==> config.mk <==
export PLATFORM = sky130hd
export DESIGN_NAME = chien_search_par
export DESIGN_NICKNAME = d
export VERILOG_FILES = /design/src/rtl/rs_gf_pkg.sv /design/src/rtl/chien_cell.sv /design/src/rtl/chien_search_par.sv
export SDC_FILE = /design/constraint.sdc
export NUM_CORES = 1
export LEC_CHECK = 0
export ABC_AREA = 0
export CAP_MARGIN = 15
export CORE_MARGIN = 4
export CORE_UTILIZATION = 45
export CTS_CLUSTER_DIAMETER = 80
export DETAILED_ROUTE_END_ITERATION = 10
export PLACE_DENSITY = 0.69
export SLEW_MARGIN = 20
export SYNTH_ARGS = -nofsm -noshare
export SYNTH_HDL_FRONTEND = slang
export SYNTH_SLANG_ARGS = --single-unit
==> constraint.sdc <==
create_clock -name Clk -period 3.09 [get_ports Clk]
set_input_delay 0.309 -clock Clk [delete_from_list [all_inputs] [get_ports Clk]]
set_output_delay 0.309 -clock Clk [all_outputs]
set_load 0.005 [all_outputs]
==> src/rtl/rs_gf_pkg.sv <==
// GF(2^M) constants and constant-operand helpers shared by the RS syndrome, Chien and Forney blocks.
// All functions are meant for elaboration-time constants or constant-coefficient XOR networks.
package rs_gf_pkg;

  localparam int            RS_M    = 8;
  localparam logic [RS_M:0] RS_POLY = 9'h11D;
  localparam int            RS_Q    = (1 << RS_M) - 1;

  typedef logic [RS_M-1:0] gf_t;

  typedef enum logic [1:0] {
    CHIEN_IDLE,
    CHIEN_LOAD,
    CHIEN_RUN,
    CHIEN_FINISH
  } chien_state_e;

  function automatic gf_t gf_xtime(input gf_t a, input logic [RS_M:0] poly = RS_POLY);
    return a[RS_M-1] ? ((a << 1) ^ poly[RS_M-1:0]) : (a << 1);
  endfunction

  // alpha^e for any integer e, negative exponents included
  function automatic gf_t gf_alpha_pow(input int e, input logic [RS_M:0] poly = RS_POLY);
    int  r;
    gf_t v;
    r = e % RS_Q;
    if (r < 0) r += RS_Q;
    v = gf_t'(1);
    for (int i = 0; i < r; i++) v = gf_xtime(v, poly);
    return v;
  endfunction

  function automatic int gf_log(input gf_t a, input logic [RS_M:0] poly = RS_POLY);
    gf_t v;
    v = gf_t'(1);
    for (int i = 0; i < RS_Q; i++) begin
      if (v == a) return i;
      v = gf_xtime(v, poly);
    end
    return 0;
  endfunction

  // c must be an elaboration constant so this collapses to a fixed XOR network
  function automatic gf_t gf_mul_const(input gf_t a, input gf_t c, input logic [RS_M:0] poly = RS_POLY);
    gf_t acc;
    gf_t b;
    acc = '0;
    b   = a;
    for (int i = 0; i < RS_M; i++) begin
      if (c[i]) acc ^= b;
      b = gf_xtime(b, poly);
    end
    return acc;
  endfunction

endpackage

==> src/rtl/chien_cell.sv <==
// One Lambda term sigma_k*alpha^(-k*j): holds reg_k, steps it by alpha^(-k*P) per group and
// presents the P lane offsets alpha^(-k*p) combinationally.
module chien_cell
  import rs_gf_pkg::*;
#(
  parameter int         M    = RS_M,
  parameter int         K    = 1,
  parameter int         P    = 1,
  parameter logic [M:0] POLY = RS_POLY
) (
  input  logic                  clk,
  input  logic                  reset,
  input  logic                  load,
  input  logic                  step,
  input  logic [M-1:0]          sigma,
  output logic [P-1:0][M-1:0]   term
);

  localparam gf_t STEP_C = gf_alpha_pow(-K * P, POLY);

  logic [M-1:0] reg_q;
  logic [M-1:0] reg_d;

  always_comb begin
    reg_d = reg_q;
    if (load) begin
      reg_d = sigma;
    end else if (step) begin
      reg_d = gf_mul_const(reg_q, STEP_C, POLY);
    end
  end

  always_ff @(posedge clk) begin
    if (reset) reg_q <= '0;
    else       reg_q <= reg_d;
  end

  for (genvar p = 0; p < P; p++) begin : g_lane
    localparam gf_t LANE_C = gf_alpha_pow(-K * p, POLY);
    assign term[p] = gf_mul_const(reg_q, LANE_C, POLY);
  end

endmodule

==> src/rtl/chien_search_par.sv <==
// Chien search over positions 0..N-1, P per cycle; Done at ceil(N/P)+2 cycles after Start.
// CHIEN_ODD_SUM_EN adds the OddSum port: per-root odd-term sum x*Lambda'(x) for Forney.
module chien_search_par
  import rs_gf_pkg::*;
#(
  parameter int         M    = RS_M,
  parameter int         T    = 8,
  parameter int         N    = 204,
  parameter int         P    = 1,
  parameter logic [M:0] POLY = RS_POLY,
  localparam int        LW   = $clog2(T + 1)
) (
  input  logic             Clk,
  input  logic             Reset,
  input  logic             Start,
  input  logic [M*T-1:0]   Sigma,
  input  logic [LW-1:0]    L,
  output logic             Busy,
  output logic             Done,
  output logic [M*T-1:0]   Location,
  output logic [LW-1:0]    LocCount,
  output logic             Fail
`ifdef CHIEN_ODD_SUM_EN
  ,
  output logic [M*T-1:0]   OddSum
`endif
);

  localparam int JW = $clog2(N + P + 1);

  chien_state_e          state_q, state_d;
  logic [JW-1:0]         j0_q, j0_d;
  logic [LW-1:0]         l_q, l_d;
  logic [LW-1:0]         cnt_q, cnt_d;
  logic                  ovf_q, ovf_d;
  logic                  fail_q, fail_d;
  logic [T-1:0][M-1:0]   loc_q, loc_d;
`ifdef CHIEN_ODD_SUM_EN
  logic [T-1:0][M-1:0]   odd_q, odd_d;
`endif

  logic [P-1:0][M-1:0]   term [T];
  logic [P-1:0][M-1:0]   lane_odd;
  logic [P-1:0][M-1:0]   lane_even;
  logic [P-1:0][M-1:0]   lane_sum;
  logic                  cell_load;
  logic                  cell_step;

  // Registers take Sigma directly on the Start cycle, so no separate Sigma capture is needed.
  assign cell_load = (state_q == CHIEN_IDLE) && Start;
  assign cell_step = (state_q == CHIEN_RUN);

  for (genvar k = 1; k <= T; k++) begin : g_cell
    chien_cell #(
      .M    (M),
      .K    (k),
      .P    (P),
      .POLY (POLY)
    ) u_cell (
      .clk   (Clk),
      .reset (Reset),
      .load  (cell_load),
      .step  (cell_step),
      .sigma (Sigma[M*k-1 -: M]),
      .term  (term[k-1])
    );
  end

  always_comb begin
    lane_odd  = '0;
    lane_even = '0;
    lane_sum  = '0;
    for (int p = 0; p < P; p++) begin
      for (int k = 1; k <= T; k++) begin
        if (k % 2 == 1) lane_odd[p]  ^= term[k-1][p];
        else            lane_even[p] ^= term[k-1][p];
      end
      lane_sum[p] = M'(1) ^ lane_odd[p] ^ lane_even[p];
    end
  end

  always_comb begin
    state_d = state_q;
    j0_d    = j0_q;
    l_d     = l_q;
    cnt_d   = cnt_q;
    ovf_d   = ovf_q;
    fail_d  = fail_q;
    loc_d   = loc_q;
`ifdef CHIEN_ODD_SUM_EN
    odd_d   = odd_q;
`endif
    case (state_q)
      CHIEN_IDLE: begin
        if (Start) begin
          state_d = CHIEN_LOAD;
          l_d     = L;
        end
      end
      CHIEN_LOAD: begin
        state_d = CHIEN_RUN;
        j0_d    = '0;
        cnt_d   = '0;
        ovf_d   = 1'b0;
        fail_d  = 1'b0;
        loc_d   = '1;
`ifdef CHIEN_ODD_SUM_EN
        odd_d   = '0;
`endif
      end
      CHIEN_RUN: begin
        // Ascending lane order keeps slots sorted by position within a group.
        for (int p = 0; p < P; p++) begin
          if ((int'(j0_q) + p) < N && lane_sum[p] == '0) begin
            if (int'(cnt_d) < T) begin
              for (int i = 0; i < T; i++) begin
                if (LW'(i) == cnt_d) begin
                  loc_d[i] = M'(int'(j0_q) + p);
`ifdef CHIEN_ODD_SUM_EN
                  odd_d[i] = lane_odd[p];
`endif
                end
              end
              cnt_d = cnt_d + LW'(1);
            end else begin
              ovf_d = 1'b1;
            end
          end
        end
        j0_d = j0_q + JW'(P);
        if (int'(j0_q) + P >= N) begin
          state_d = CHIEN_FINISH;
          fail_d  = (cnt_d != l_q) || ovf_d;
        end
      end
      CHIEN_FINISH: begin
        state_d = CHIEN_IDLE;
      end
      default: begin
        state_d = CHIEN_IDLE;
      end
    endcase
  end

  always_ff @(posedge Clk) begin
    if (Reset) begin
      state_q <= CHIEN_IDLE;
      j0_q    <= '0;
      l_q     <= '0;
      cnt_q   <= '0;
      ovf_q   <= 1'b0;
      fail_q  <= 1'b0;
      loc_q   <= '1;
`ifdef CHIEN_ODD_SUM_EN
      odd_q   <= '0;
`endif
    end else begin
      state_q <= state_d;
      j0_q    <= j0_d;
      l_q     <= l_d;
      cnt_q   <= cnt_d;
      ovf_q   <= ovf_d;
      fail_q  <= fail_d;
      loc_q   <= loc_d;
`ifdef CHIEN_ODD_SUM_EN
      odd_q   <= odd_d;
`endif
    end
  end

  assign Busy     = (state_q != CHIEN_IDLE);
  assign Done     = (state_q == CHIEN_FINISH);
  assign Location = loc_q;
  assign LocCount = cnt_q;
  assign Fail     = fail_q;
`ifdef CHIEN_ODD_SUM_EN
  assign OddSum   = odd_q;
`endif

endmodule

==> results.md, run 1 <==
STA:
- For the pin with the worst max-slew slack, the measured transition is 0.931 ns.
- The setup TNS is 0 ns.
- The count of final setup violators is 0.
- The achievable frequency is 0.390 GHz.
- The tightest slew margin relative to the limit is 37.9%.
- Setup repair after global routing left no endpoint under its margin.
- The total count of max-transition violations in the final report is 0.
- The final setup skew is 0.0122 ns.
- The minimum period implied by the final worst setup slack is 2.56 ns.
- The final hold violation count is 0.
- Across all setup checks in the final design, the least slack found is 0.525 ns.
- The ratio of final minimum period to clock period is 83.0%.

Yosys:
- The number of warning messages in the yosys log is 0.
- The synthesized design spends more area on one cell type than any other, namely dfxtp_1.
- The number of enable flip-flop cells after synthesis is 0.
- The fraction of the yosys area taken by sequential cells is 37.3%.
- The distinct cell type count of the synthesized netlist is 51.
- Synthesis handed over a netlist of 899 instances.
- For this run, the leading register cell type out of synthesis is dfxtp_1.
- Sorting the synthesized cells by area gives the leading types as dfxtp_1 37%, xnor2_1 14%, mux2i_1 11%.
- The dominant combinational cell family by area after synthesis is XOR/XNOR gates.
- The portion of synthesized area spent on multiplexers is 11.5%.
- The average instance area after synthesis is 8.84 sq um.
- The parity-gate share of the synthesized area counting xor and xnor cells is 17.3%.
- The proportion of synthesized flip-flops having asynchronous set or reset is 0%.
- The mapped netlist covers 7940 sq um.
- After Yosys synthesis, and, or, nand and nor cells account for 16.0% of the synthesized area.
- The compound-gate portion of the synthesized area is 11.0%.
- Among all cell types in the netlist, the one instantiated most often is nor2_1.
- The adder and majority cell fraction of the synthesized area is 1.58%.
- Counting instances in the post-synthesis netlist gives the leading cell types as 159 x nor2_1, 148 x dfxtp_1, 128 x xnor2_1, 91 x mux2i_1, 64 x a211oi_1.
- The number of nets in the synthesized netlist is 980.
- Synthesis inferred 148 register bits.
- Summed over its instances, the top area cell type makes up 37.3% of the synthesized netlist area.

Die:
- Row generation in the floorplan step produced 48 rows.
- The floorplan step set the die height to 141 microns.
- The initial core utilization is 45.9%.
- The die width is 141 microns.
- The die covers 19800 sq um.
- Pin placement for this block handled 142 I/O pins.
- The total area inside the core boundary comes to 17300 sq um.

Drt:
- Across all layers, the routed design uses 6449 vias.
- The total wire length after detailed routing is 20200 microns.
- Dividing the detail-routed via count by the number of cells gives 5.25.
- The count of routing violations after the opening detailed-route iteration is 409.
- After detailed routing, the number of remaining DRC violations is 0.
- The residual antenna-violating net count after detailed routing is 0.
- The wire length per cell after detailed routing is 16.4 microns.
- The detailed-router iteration count before antenna repair is 5.

Place:
- The pre-CTS setup slack is 0.570 ns.
- The number of input and output port buffers inserted is 141.
- The post-DP HPWL is 14200 microns.
- The final weighted congestion in routability-driven placement is 0.865.
- In this run the cell area measured after placement is 9390 sq um.

Global route:
- After global routing, the most crowded layer is met2.
- For this run, global-route usage on met1 was measured as 27.4%.
- For this run, the total global-route usage over all layers was measured as 20.6%.
- The total overflow left after global routing is 0.
- The number of global-route vias before repair is 6295.
- The met2 track demand over resource is 34.3%.
- The initial antenna violation count is 1.
- The global-route wire length before repair is 33100 microns.
- For this run, global-route usage on met3 was measured as 4.04%.
- Entering global routing, the biggest net connects 84 pins.

Flow run:
- The max capacitance violation total is 0.

Clock network:
- The cell at the root of the clock tree is clkbuf_16.
- The hold buffer count at CTS is 0.
- The TritonCTS clock tree is yes.
- The worst-skew pair later-pin latency is 0.43 ns.
- CTS built an H-tree with a depth of 4.
- The setup fix buffers added after clock tree synthesis is 0.
- The clock slew at the register clock pins of the worst setup and hold paths is 0.07 ns.
- The worst-case clock buffer depth is 2.
- The number of buffers inserted during clock tree synthesis is 17.
- The count of cells resized by post-cts repair is 0.
- Counting every sink on the clock net gives 148.

Cells and area:
- After the last flow step, the layout net total stands at 1070.
- The area growth from synthesis to layout is 25.8%.
- The cell area after layout is 9990 sq um.
- The layout cell share with drive strength beyond 1 is 6.09%.
- The final core area utilization is 57.8%.

Worst setup path:
- The worst setup path startpoint is g_cell[6].u_cell.term[4].
- The worst path buffer plus inverter count is 1.
- In this run the critical register-to-register path is launched from g_cell[6].u_cell.term[4].
- In this design, the critical path's most frequently occurring cell is xnor2_1.
- The category of the worst setup path launch point is a flip-flop.
- Counting buffers and inverters, the worst setup path is 8 cells deep.
- STA puts the critical path data required time at 3.45 ns.
- The critical-path maximum fanout is 11.
- The kind of cell adding the most delay to the critical path is simple AND/OR/NAND/NOR gates.
- The standard cell with the maximum stage delay on the critical path is dfxtp_1.
- Walking the worst path, the cells encountered are xnor2_1 -> xnor2_1 -> xnor2_1 -> nor3_2 -> nand4_1 -> nor2_2 -> buf_4 -> mux2i_1.
- The data arrival time at the worst-slack endpoint is 2.92 ns.
- The class of the most critical setup path is reg -> reg.
- The worst setup path is captured at a flip-flop.
- Counting cells, the worst reg-to-reg path comes to 8.
- For this run, the slowest stage of the critical path takes 0.45 ns.

Worst hold path:
- The worst hold path cell count is 3.
- The min-delay analysis places its worst path in the category in -> reg.
- The startpoint of the most critical hold path is Reset.

Power:
- The completed layout was analyzed and its total power is 8.94 mW.
- The maximum vdd ir drop is 0.000483 V.
- The analysis attributes to cell leakage a power of 3.77 nW.
- The power density over cell area is 895 nW/um^2.

Status:
- The flow ran to the end, and the final reports show no timing, DRC or antenna violations.
==> per-stage QoR <==
stage	hold slack [ns]	cells
2_1_floorplan	0.441	899
3_3_place_gp	0.451	1195
3_5_place_dp	0.458	1195
4_1_cts	0.213	1227
5_1_grt	0.255	1228
6_report	0.227	1228
==> worst paths after layout <==
check	to	slack (ns)
max	Location[61]	0.53
min	Location[25]	0.23
max reg2reg	Location[61]	0.53
min reg2reg	l_q[0]	0.48
==> layer usage <==
layer  wire length (microns)  vias up
li1                        -     3232
met1                    9010     3019
met2                    9770      176
met3                    1060       22
met4                     314        0
met5                       0        -
==> placed cells by master, fill, tap and decap left out, types with 9 or more instances in the layout <==
cell,netlist,routed
a211oi_1,64,64
a21oi_1,28,28
buf_4,7,11
clkbuf_16,0,17
clkdlybuf4s50_1,0,140
dfxtp_1,148,148
ha_1,10,9
inv_1,10,10
mux2i_1,91,91
nand2_1,46,45
nand3_1,9,9
nor2_1,159,159
nor3_1,16,16
o21ai_0,11,11
xnor2_1,128,128
xor2_1,29,29
==> sequential cells by signal, indices dropped and copies added (netlist names) <==
register	flops
Fail	1
LocCount	4
Location	64
g_cell.u_cell.term	64
j0_q	8
l_q	4
ovf_q	1
state_q	2
==> cell type report <==
cell class	count	area, sq um
flip-flops and latches	148	2960
multi-input cells	658	4570
repair buffers	154	1530
clock inverters	15	179
clock buffers	17	425
inverters	10	37.5
fillers	1570	7300
well taps	225	282
diodes	1	2.50
==> kinds of logic (layout without fill, tap and decap cells) <==
family / after synthesis / in the layout
AO/OA/AOI/OAI: 128 / 128
XOR/XNOR: 157 / 157
adder cells (fa/ha/maj): 10 / 10
buffers and inverters: 93 / 196
flip-flops: 148 / 148
multiplexers: 91 / 91
other: 0 / 1
AND/OR/NAND/NOR: 272 / 272
==> power by group <==
part           internal (mW)  total, mW  switching, mW
clock network           1.10       2.07          0.972
logic                   1.92       4.08           2.16
registers               2.25       2.79          0.547
==> worst min-delay path: cells and delay by family <==
kind,cells,cell delay [ns]
buf+inv,2,0.22
compound gates,1,0.09
No activity file was read; power rests on OpenSTA's default activity.
==> inputs of run 2 (changes only) <==
clock period = 2.5 ns   (was 3.09 ns; I/O delays follow)
==> run 2 against run 1 <==
Total power increased by 28%. Worst setup slack worse by 0.38 ns. Hold slack worse by 0.061 ns. Clock skew down 0.0041 ns. Largest cell class unchanged. Global-route usage is 0.078 points higher. Critical endpoint is now Location[45]. Sequential power grew 16%. Die area unchanged.
==> results.md, run 2 (synthesized netlist as in run 1, its figures left out) <==
STA:
- The post-layout worst setup margin is 0.146 ns (-0.379 ns).
- Setup repair after global routing left no endpoint under its margin.
- The final hold violation count is 0 (unchanged).
- The measured slew at the worst slew-check pin is 0.936 ns (+0.00529 ns).
- The tightest slew margin relative to the limit came to 37.6% (-0.35 points).
- The ratio of final minimum period to clock period is 94.2% (+11 points).
- The minimum period implied by the final worst setup slack is 2.35 ns (-0.211 ns).
- The achievable frequency is 0.425 GHz (+9.0%).
- The total count of max-transition violations in the final report is 0 (unchanged).
- The count of final setup violators came to 0 (unchanged).
- The setup TNS is 0 ns (unchanged).
- The final setup skew is 0.00801 ns (-0.00414 ns).

Drt:
- The detailed-router iteration count before antenna repair came to 5 (unchanged).
- The total wire length after detailed routing is 20300 microns (+0.68%).
- The residual antenna-violating net count after detailed routing is 0 (unchanged).
- The final routed DRC violation total is 0 (unchanged).
- The count of routing violations after the opening detailed-route iteration came to 349 (-15%).
- The mean number of vias per cell came to 5.16 (-1.8%).
- The wire length per cell after detailed routing was 16.0 microns (-2.4%).
- The via count is 6534 (+1.3%).

Global route:
- The largest net degree at the start of global routing was 86 (+2.4%).
- The number of global-route vias before repair is 6441 (+2.3%).
- The sum of overflow across all layers after global routing is 0 (unchanged).
- The global-route wire length before repair is 33000 microns (-0.37%).
- The initial antenna violation count is 0 (-1).
- The total routing usage reported by global routing is 20.7% (+0.078 points).

Cells and area:
- The net total in the final layout is 1109 (+3.6%).
- The library cell used most frequently in the layout, excluding fill and tap cells, is nor2_1.
- In the layout the commonest cells are 159 x nor2_1, 148 x dfxtp_1, 140 x clkdlybuf4s50_1.
- The final core area utilization is 59.6% (+1.8 points).
- The post-layout instance count excluding filler cells is 1267 (+3.2%).
- Relative to the synthesized area, the layout overhead comes to 29.8%.
- The layout cell share with drive strength beyond 1 is 9.70% (+3.6 points).

Clock network:
- The worst-skew pair later-pin latency is 0.43 ns (about the same).
- The cell at the root of the clock tree is clkbuf_16.
- The TritonCTS clock tree is yes.
- The worst-case clock buffer depth was 2 (unchanged).
- The number of buffers inserted during clock tree synthesis is 17 (unchanged).
- The deepest level of the CTS H-tree is 4 (unchanged).
- The setup fix buffers added after clock tree synthesis came to 0 (unchanged).
- The clock slew at the register clock pins of the worst setup and hold paths is 0.07 ns (about the same).
- The number of clock sinks seen by CTS is 148 (unchanged).

Power:
- The maximum vdd ir drop is 0.000749 V (+55%).
- The power density over cell area is 1110 nW/um^2 (+24%).
- The sum of internal, switching and leakage power is 11.5 mW (+28%).
- The leakage power is 3.98 nW (+5.5%).

Worst setup path:
- The class of the most critical setup path is reg -> reg.
- The data arrival time at the worst-slack endpoint came to 2.67 ns (-0.25 ns).
- The critical path capture point type is a flip-flop.
- The required time of the worst setup path is 2.81 ns (-0.64 ns).
- The critical-path maximum fanout is 15 (+4).
- The category of the worst setup path launch point is a flip-flop.

Die:
- The I/O pin count is 142 (unchanged).
- The initial core utilization came to 45.9% (unchanged).
- The number of standard-cell rows in the floorplan is 48 (unchanged).
- The height of the die is 141 microns (unchanged).
- The full die area is 19800 sq um (unchanged).
- The die width is 141 microns (unchanged).
- The area of the core is 17300 sq um (unchanged).

Flow run:
- The max capacitance violation total is 0 (unchanged).

Worst hold path:
- The worst hold path belongs to the class in -> reg.

Place:
- The final weighted congestion in routability-driven placement came to 0.793 (-8.4%).
- The post-DP HPWL is 14400 microns (+1.4%).
- The pre-CTS setup slack was 0.190 ns (-0.380 ns).
- The number of input and output port buffers inserted is 141 (unchanged).
- The number of cells after detailed placement is 1234 (+3.3%).

Status:
- The run finished with clean final reports.
## run 2: changes by cell type in the layout (fill, tap and decap cells not counted)
cell / before / now
bufinv_16: 0 / 1
buf_12: 2 / 4
nor2b_2: 0 / 1
nor2b_1: 5 / 4
clkinvlp_4: 0 / 1
clkinv_8: 4 / 1
inv_8: 7 / 4
clkbuf_8: 0 / 1
buf_4: 11 / 48
inv_6: 2 / 5
## run 2: layout make-up
type / count / area (sq um)
Antenna cell: 1 / 2.50
Clock buffer: 18 / 439
Clock inverter: 14 / 160
Fill cell: 1520 / 6990
Inverter: 10 / 37.5
Multi-Input combinational cell: 658 / 4580
Sequential cell: 148 / 2960
Tap cell: 225 / 282
Timing Repair Buffer: 193 / 1850
## run 2: routing by layer
metal,up-vias,wire length (microns),GRT usage [%]
met5,-,0,0
met4,0,385,6.68
met3,27,964,4.51
met2,167,9900,35.0
met1,3041,9050,26.4
li1,3299,-,-
## run 2: stage by stage
step,instance area (sq um),hold WS (ns)
5_1_grt,10300,0.191
3_5_place_dp,9700,0.461
3_3_place_gp,9700,0.458
6_report,10300,0.166
2_1_floorplan,7940,0.386
4_1_cts,10300,0.154
## run 2: what timing repair did
item,in CTS,in global routing
gates resized for setup,0,1
endpoints found under the setup margin,0,1
hold buffers,0,0
## run 2: path summary, 6_finish.rpt
path                        to  cells after the start                     start  slack (ns)
setup / recovery  Location[45]                      8  g_cell[5].u_cell.term[3]        0.15
hold / removal    Location[29]                      3                     Reset        0.17
setup reg to reg  Location[45]                      8  g_cell[5].u_cell.term[3]        0.15
hold reg to reg         l_q[0]                      2                    l_q[0]        0.48
## run 2: where the power goes
| part | total [mW] | switching (mW) | internal [mW] |
|---|---|---|---|
| Sequential | 3.23 | 0.449 | 2.78 |
| Combinational | 5.65 | 2.89 | 2.76 |
| Clock | 2.59 | 1.14 | 1.45 |
| Total | 11.5 | 4.48 | 6.99 |
## run 2: worst max-delay path: stages, from the launching register on
cell	delay (ns)
dfxtp_1	0.46
xnor2_1	0.13
xnor2_1	0.25
xnor2_1	0.16
nor4_4	0.35
and3_1	0.27
buf_12	0.18
nand4_4	0.22
mux2i_1	0.20
